===== src/rtl/conv_input_interface.sv =====
// ----------------------------------------------------------------------------
// conv_input_interface
//
// Feature-map line buffer that sits between the feature memory and the conv
// kernel array. It holds K image rows and runs the commands issued by the
// conv layer controller:
//   PRELOAD : fetch K full image rows from address 0 into the buffer
//   SHIFT   : stream one KxK window, one column per cycle (oldest row first)
//   LOAD    : replace the oldest buffered row with the next image row
// Each completed command is answered with a one-cycle ack code.
//
// Ports
//   clk                  in   1       clock, rising edge
//   rst_n                in   1       asynchronous active-low reset
//   input_interface_cmd  in   2       0 IDLE, 1 PRELOAD, 2 SHIFT, 3 LOAD (pulse)
//   input_interface_ack  out  2       0 none, 1 PRELOAD_FIN, 2 SHIFT_FIN, 3 LOAD_FIN
//   mem_rd_en            out  1       feature memory read strobe
//   mem_addr             out  ADDR_W  row-major read address
//   mem_rdata            in   DW      read data, one cycle after mem_rd_en
//   col_data             out  K*DW    window column, logical row 0 in the LSBs
//   col_valid            out  1       col_data valid
//   busy                 out  1       a command is in progress
// ----------------------------------------------------------------------------
module conv_input_interface #(
    parameter int DW     = 8,
    parameter int IMG_W  = 8,
    parameter int IMG_H  = 8,
    parameter int K      = 3,
    parameter int ADDR_W = 6
) (
    input  logic              clk,
    input  logic              rst_n,
    input  logic [1:0]        input_interface_cmd,
    output logic [1:0]        input_interface_ack,
    output logic              mem_rd_en,
    output logic [ADDR_W-1:0] mem_addr,
    input  logic [DW-1:0]     mem_rdata,
    output logic [K*DW-1:0]   col_data,
    output logic              col_valid,
    output logic              busy
);

    localparam int RW = (K > 1) ? $clog2(K) : 1;
    localparam int CW = (IMG_W > 1) ? $clog2(IMG_W) : 1;
    localparam int NW = $clog2(K * IMG_W + 1);

    localparam logic [1:0] CMD_IDLE    = 2'd0;
    localparam logic [1:0] CMD_PRELOAD = 2'd1;
    localparam logic [1:0] CMD_SHIFT   = 2'd2;
    localparam logic [1:0] CMD_LOAD    = 2'd3;

    localparam logic [NW-1:0]     N_PRE         = NW'(K * IMG_W);
    localparam logic [NW-1:0]     N_LD          = NW'(IMG_W);
    localparam logic [ADDR_W-1:0] ADDR_LAST     = ADDR_W'(IMG_W * IMG_H - 1);
    localparam logic [CW-1:0]     COL_LAST      = CW'(IMG_W - 1);
    localparam logic [CW-1:0]     COL_LAST_BASE = CW'(IMG_W - K);
    localparam logic [RW-1:0]     ROW_LAST      = RW'(K - 1);

    typedef enum logic [1:0] {
        S_IDLE   = 2'd0,
        S_FETCH  = 2'd1,
        S_STREAM = 2'd2,
        S_ACK    = 2'd3
    } state_t;

    state_t              r_state;
    state_t              w_state_next;
    logic [1:0]          r_op;          // command being executed; doubles as ack code
    logic [ADDR_W-1:0]   r_rd_addr;
    logic [NW-1:0]       r_rd_cnt;      // reads issued in the current fetch
    logic                r_rd_d1;       // read issued last cycle -> data valid now
    logic [RW-1:0]       r_wr_row;      // physical row receiving fetched data
    logic [CW-1:0]       r_wr_col;
    logic [RW-1:0]       r_top_row;     // physical row holding logical row 0
    logic [CW-1:0]       r_col_base;    // leftmost column of the next window
    logic [RW-1:0]       r_sh_cnt;      // column currently presented, 0..K-1
    logic [K*DW-1:0]     r_col_data;
    logic                r_col_valid;

    logic [DW-1:0]       r_buf [0:K-1][0:IMG_W-1];

    logic [NW-1:0]       w_n;
    logic                w_mem_rd_en;
    logic [CW-1:0]       w_sel_col;
    logic [K*DW-1:0]     w_col_word;

    assign w_n         = (r_op == CMD_PRELOAD) ? N_PRE : N_LD;
    assign w_mem_rd_en = (r_state == S_FETCH) && (r_rd_cnt < w_n);

    // Column to load into col_data at the coming edge: the first window
    // column when a SHIFT is accepted, otherwise the one after the current.
    assign w_sel_col = (r_state == S_STREAM) ?
                       (r_col_base + CW'(r_sh_cnt) + CW'(1)) : r_col_base;

    // Gather one window column, mapping logical row gi onto its physical row.
    genvar gi;
    generate
        for (gi = 0; gi < K; gi++) begin : g_row
            logic [RW:0]   w_sum;
            logic [RW-1:0] w_phys;
            assign w_sum  = {1'b0, r_top_row} + (RW+1)'(gi);
            assign w_phys = (w_sum >= (RW+1)'(K)) ? RW'(w_sum - (RW+1)'(K))
                                                  : RW'(w_sum);
            assign w_col_word[gi*DW +: DW] = r_buf[w_phys][w_sel_col];
        end
    endgenerate

    // Next-state logic
    always_comb begin
        w_state_next = r_state;
        case (r_state)
            S_IDLE: begin
                case (input_interface_cmd)
                    CMD_PRELOAD,
                    CMD_LOAD:  w_state_next = S_FETCH;
                    CMD_SHIFT: w_state_next = S_STREAM;
                    default:   w_state_next = S_IDLE;
                endcase
            end
            // The last read's data lands in the cycle where the count is full.
            S_FETCH:  if (r_rd_cnt == w_n) w_state_next = S_ACK;
            S_STREAM: if (r_sh_cnt == ROW_LAST) w_state_next = S_ACK;
            S_ACK:    w_state_next = S_IDLE;
            default:  w_state_next = S_IDLE;
        endcase
    end

    // State and datapath registers
    always_ff @(posedge clk or negedge rst_n) begin
        if (!rst_n) begin
            r_state     <= S_IDLE;
            r_op        <= CMD_IDLE;
            r_rd_addr   <= '0;
            r_rd_cnt    <= '0;
            r_rd_d1     <= 1'b0;
            r_wr_row    <= '0;
            r_wr_col    <= '0;
            r_top_row   <= '0;
            r_col_base  <= '0;
            r_sh_cnt    <= '0;
            r_col_data  <= '0;
            r_col_valid <= 1'b0;
        end else begin
            r_state <= w_state_next;
            r_rd_d1 <= w_mem_rd_en;

            if (r_rd_d1) begin
                if (r_wr_col == COL_LAST) begin
                    r_wr_col <= '0;
                    r_wr_row <= (r_wr_row == ROW_LAST) ? '0 : r_wr_row + RW'(1);
                end else begin
                    r_wr_col <= r_wr_col + CW'(1);
                end
            end

            case (r_state)
                S_IDLE: begin
                    case (input_interface_cmd)
                        CMD_PRELOAD: begin
                            r_op       <= CMD_PRELOAD;
                            r_rd_addr  <= '0;
                            r_rd_cnt   <= '0;
                            r_top_row  <= '0;
                            r_col_base <= '0;
                            r_wr_row   <= '0;
                            r_wr_col   <= '0;
                        end
                        CMD_LOAD: begin
                            r_op       <= CMD_LOAD;
                            r_rd_cnt   <= '0;
                            r_col_base <= '0;
                            r_wr_row   <= r_top_row;  // overwrite the oldest row
                            r_wr_col   <= '0;
                        end
                        CMD_SHIFT: begin
                            r_op        <= CMD_SHIFT;
                            r_col_data  <= w_col_word;
                            r_col_valid <= 1'b1;
                            r_sh_cnt    <= '0;
                        end
                        default: ;
                    endcase
                end
                S_FETCH: begin
                    if (w_mem_rd_en) begin
                        r_rd_cnt  <= r_rd_cnt + NW'(1);
                        r_rd_addr <= (r_rd_addr == ADDR_LAST) ? '0
                                                              : r_rd_addr + ADDR_W'(1);
                    end
                end
                S_STREAM: begin
                    if (r_sh_cnt == ROW_LAST) begin
                        r_col_valid <= 1'b0;      // col_data keeps the last column
                    end else begin
                        r_col_data <= w_col_word;
                        r_sh_cnt   <= r_sh_cnt + RW'(1);
                    end
                end
                S_ACK: begin
                    if (r_op == CMD_SHIFT) begin
                        r_col_base <= (r_col_base == COL_LAST_BASE) ? '0
                                                                    : r_col_base + CW'(1);
                    end
                    if (r_op == CMD_LOAD) begin
                        // The freshly loaded row becomes logical row K-1.
                        r_top_row <= (r_top_row == ROW_LAST) ? '0 : r_top_row + RW'(1);
                    end
                end
                default: ;
            endcase
        end
    end

    // Line buffer storage; contents are don't-care after reset.
    always_ff @(posedge clk) begin
        if (r_rd_d1) begin
            r_buf[r_wr_row][r_wr_col] <= mem_rdata;
        end
    end

    assign mem_rd_en           = w_mem_rd_en;
    assign mem_addr            = r_rd_addr;
    assign col_data            = r_col_data;
    assign col_valid           = r_col_valid;
    assign busy                = (r_state != S_IDLE);
    assign input_interface_ack = (r_state == S_ACK) ? r_op : 2'd0;

endmodule


===== config.mk =====
export PLATFORM = sky130hd
export DESIGN_NAME = conv_input_interface
export DESIGN_NICKNAME = d
export VERILOG_FILES = /design/src/rtl/conv_input_interface.sv
export SDC_FILE = /design/constraint.sdc
export NUM_CORES = 1
export LEC_CHECK = 0
export ABC_CLOCK_PERIOD_IN_PS = 6100
export BUFFER_PORTS_ARGS = -buffer_cell sky130_fd_sc_hd__buf_2
export CAP_MARGIN = 20
export CORE_MARGIN = 3
export CORE_UTILIZATION = 67
export CTS_CLUSTER_SIZE = 20
export DETAILED_ROUTE_END_ITERATION = 8
export PLACE_DENSITY = 0.85
export SLEW_MARGIN = 20
export SYNTH_ARGS = -nofsm -noshare
export SYNTH_HDL_FRONTEND = slang
export SYNTH_SLANG_ARGS = --single-unit

===== constraint.sdc =====
create_clock -name clk -period 6.1 [get_ports clk]
set_input_delay 0.305 -clock clk [delete_from_list [all_inputs] [get_ports clk]]
set_output_delay 0.305 -clock clk [all_outputs]
set_load 0.02 [all_outputs]

==> qor.txt <==
Status - finished clean
CP max FO - 51
Max Root-Sink Buffers - 3
Setup violators final - 0
Filler Cell Count - 1024
Total Wirelength - 33000 um
Cell Chain, Critical Path - inv_1 -> ha_1 -> or2_1 -> and2_4 -> buf_4 -> mux2i_1 -> nor2_1 -> a2111oi_0 -> nor4_1
Power per cell area - 562 mW/mm2
Area of the multi-input gates - 0.00472 mm2
CORE AREA - 0.0175 mm2
Hold Crit Class - primary input to register
I/O pin total - 47
Cell Area, Placed - 0.0125 mm2
Storage cell area - 0.00709 mm2
Adder-cell share of the synthesized area - 2.02%
Routed length on met3 - 4700 um
Sink Count - 245
Vias in the first global route - 8299
Worst-skew pair later-pin latency - 530 ps
Syn Nets - 921
Total GRT Usage - 33.7%
Seq/Total Area, Yosys - 58.3%
Max_slew headroom - 21.4%
Die height - 141 um
First-pass GRT wire length - 50300 um
Clk slew on worst S/H paths - 60 ps
Mapped Area - 0.0122 mm2
CTS tree - yes
Max-cap violations - 0
WL met2 - 14900 um
Drt wl/cell - 28.3 um
# hold bufs at CTS - 1
Unrepaired setup endpoints after global routing - no
Netlist cell types - 65
Final-report hold violation count - 0
Full die area - 0.0198 mm2
Largest family of logic cells by synthesized area - multiplexers
# rows - 48
DR vias/cell - 7.47
XOR/XNOR share of the synthesized area - 0.576%
GP Congestion - 1.02
Max stage delay cell, worst path - and2_4
1st-iter DRT viols - 1368
Synth Register Bits - 245
Pleak - 0.00475 uW
Layout cells sized above 1 - 19.6%
Multiplexer area fraction after synthesis - 17.7%
Largest net degree at the start of global routing - 54
Clock Skews - 13.9 ps
Final WS setup - 2040 ps
Simple-gate area share of the yosys netlist - 9.13%
Final #Nets - 952
Fin area - 0.0133 mm2
CTS root buf - clkbuf_16
Compound-Gate Fraction of Synth Area - 9.16%
TNS Setup - 0 ps
DR top layer - met4
Total gr overflow - 0
Post-CTS Setup Bufs - 0
Yosys warning count - 0
Resized cells post-CTS - 0
DIE WIDTH - 141 um
Maximum VDD drop - 495 uV
P&R area growth vs syn - 9.49%
H-tree Lvls - 1
Syn avg cell area - 13.7 um2
Drt first pass iters - 6
Starting density of the core - 69.3%
Post-DP HPWL - 22000 um
Pre-CTS WS - 2130 ps
Slew Limit Fails - 0
Critical path class - register to register
EDFF count, synth - 192
Via count - 8705
Input/output buffers - 46
Synth async-reset ratio - 21.6%
Final Cycle Share - 66.6%
Fmax - 246 MHz
Setup crit end kind - register
Antenna violations before repair - 0
Crit path required time - 6480 ps
Min Tclk post-route - 4060 ps
Antenna diodes - 0
Post-synthesis instance total - 890
CTS Buf Count - 25
Drt drc - 0
Worst-Margin Slew - 1180 ps
Worst path max stage delay - 790 ps
Met1 wire length - 11900 um
Antenna viol nets, final - 0
Crit path DAT - 4450 ps
Crit start category - register
Ys flop type - edfxtp_1
-- metal layers --
metal  up-vias  track usage, %
met4         0            12.0
met5         -               0
met3       156            8.55
met1      4233            48.4
li1       3566               -
met2       750            51.0
-- worst paths after layout --
check                                         start                  endpoint  slack [ps]  depth (start not counted)
min reg2reg                col_data[15]$_DFFE_PN0P_  col_data[15]$_DFFE_PN0P_         500                          1
min in group asynchronous                     rst_n   r_sh_cnt[1]$_DFFE_PN0P_         450                          3
min                          input_interface_cmd[0]     r_wr_col[2]$_DFF_PN0_         130                          2
max                          r_state[0]$_DFFE_PN0P_  col_data[16]$_DFFE_PN0P_        2040                          9
max reg2reg                  r_state[0]$_DFFE_PN0P_  col_data[16]$_DFFE_PN0P_        2040                          9
max in group asynchronous                     rst_n  col_data[11]$_DFFE_PN0P_        5130                          3
-- cells in the mapped netlist, drive strengths merged, types with 9 or more instances --
master  instances  area (um2)
a211oi         17         133
a21oi          18        90.1
and3           13        81.3
buf            25         166
clkbuf         35         131
dfrtp          53        1330
edfxtp        192        5770
ha             18         225
inv            17        63.8
mux2           20         225
mux2i          53         531
mux4           62        1400
nand2          64         240
nand3          29         145
nand4           9        56.3
nor2           75         284
nor3           15        75.1
o211ai         10        75.1
o21ai          48         240
o22ai           9        56.3
-- flip-flops by register name (all words and copies together), names as in the netlist --
register / cells
r_buf: 192
col_data: 24
mem_addr: 6
r_rd_cnt: 5
r_col_base: 3
r_wr_col: 3
r_op: 2
r_sh_cnt: 2
r_state: 2
r_top_row: 2
r_wr_row: 2
col_valid: 1
r_rd_d1: 1
-- cell type report --
cell class / count / share of cell area [%]
flip-flops and latches: 245 / 53.3
well taps: 225 / 2.12
clock buffers: 32 / 4.90
repair buffers: 64 / 2.79
clock inverters: 14 / 0.921
inverters: 19 / 0.536
multi-input cells: 566 / 35.5
-- logic make-up (layout without fill, tap and decap cells) --
logic type	after synthesis	after routing
muxes	135	135
AOI/OAI and AO/OA	164	164
xor gates and xnor gates	8	8
and+or+nand+nor	240	240
adders and majority gates	19	19
buffers and inverters	79	129
DFF	245	245
-- critical path, delay by kind of cell (launching register included) --
family                     cells  cell delay [ps]
AOI/OAI and AO/OA              1              650
buffers and inverters          2              560
muxes                          1              460
and+or+nand+nor                4             1430
DFF                            1              410
adders and majority gates      1              400
-- through the flow --
| stage | hold WS (ps) | util (%) | total power [uW] | cells |
|---|---|---|---|---|
| after floorplan | 9.41 | - | 4900 | 890 |
| after global placement | 483 | 71.4 | 5780 | 1117 |
| after detailed placement | 479 | 71.4 | 5870 | 1117 |
| after CTS | 118 | 75.8 | 7340 | 1164 |
| after global routing | 132 | 75.9 | 7760 | 1165 |
| final | 130 | 75.9 | 7490 | 1165 |
-- power breakdown --
part	switching [uW]	internal, uW	total (uW)
combinational	2380	1440	3820
sequential	181	2010	2190
clock	633	840	1470
-- layout by cell type, fill, tap and decap left out, types with 7 or more instances in the layout --
cell type / instances
o211ai_1: 10
edfxtp_1: 192
inv_1: 16
nor2b_1: 7
a32oi_1: 8
clkinv_1: 8
ha_1: 18
mux2_2: 14
buf_4: 16
nand2_1: 64
a211oi_1: 16
nor3_1: 15
dfrtp_1: 53
a22oi_1: 8
nand3_1: 29
mux2i_1: 53
and2_1: 7
mux4_2: 61
nand4_1: 9
and3_1: 13
a31oi_1: 8
nor2_1: 74
clkbuf_1: 7
a21oi_1: 18
buf_2: 46
clkbuf_16: 25
o22ai_1: 9
o21ai_0: 44
(Power assumes the default switching activity.)
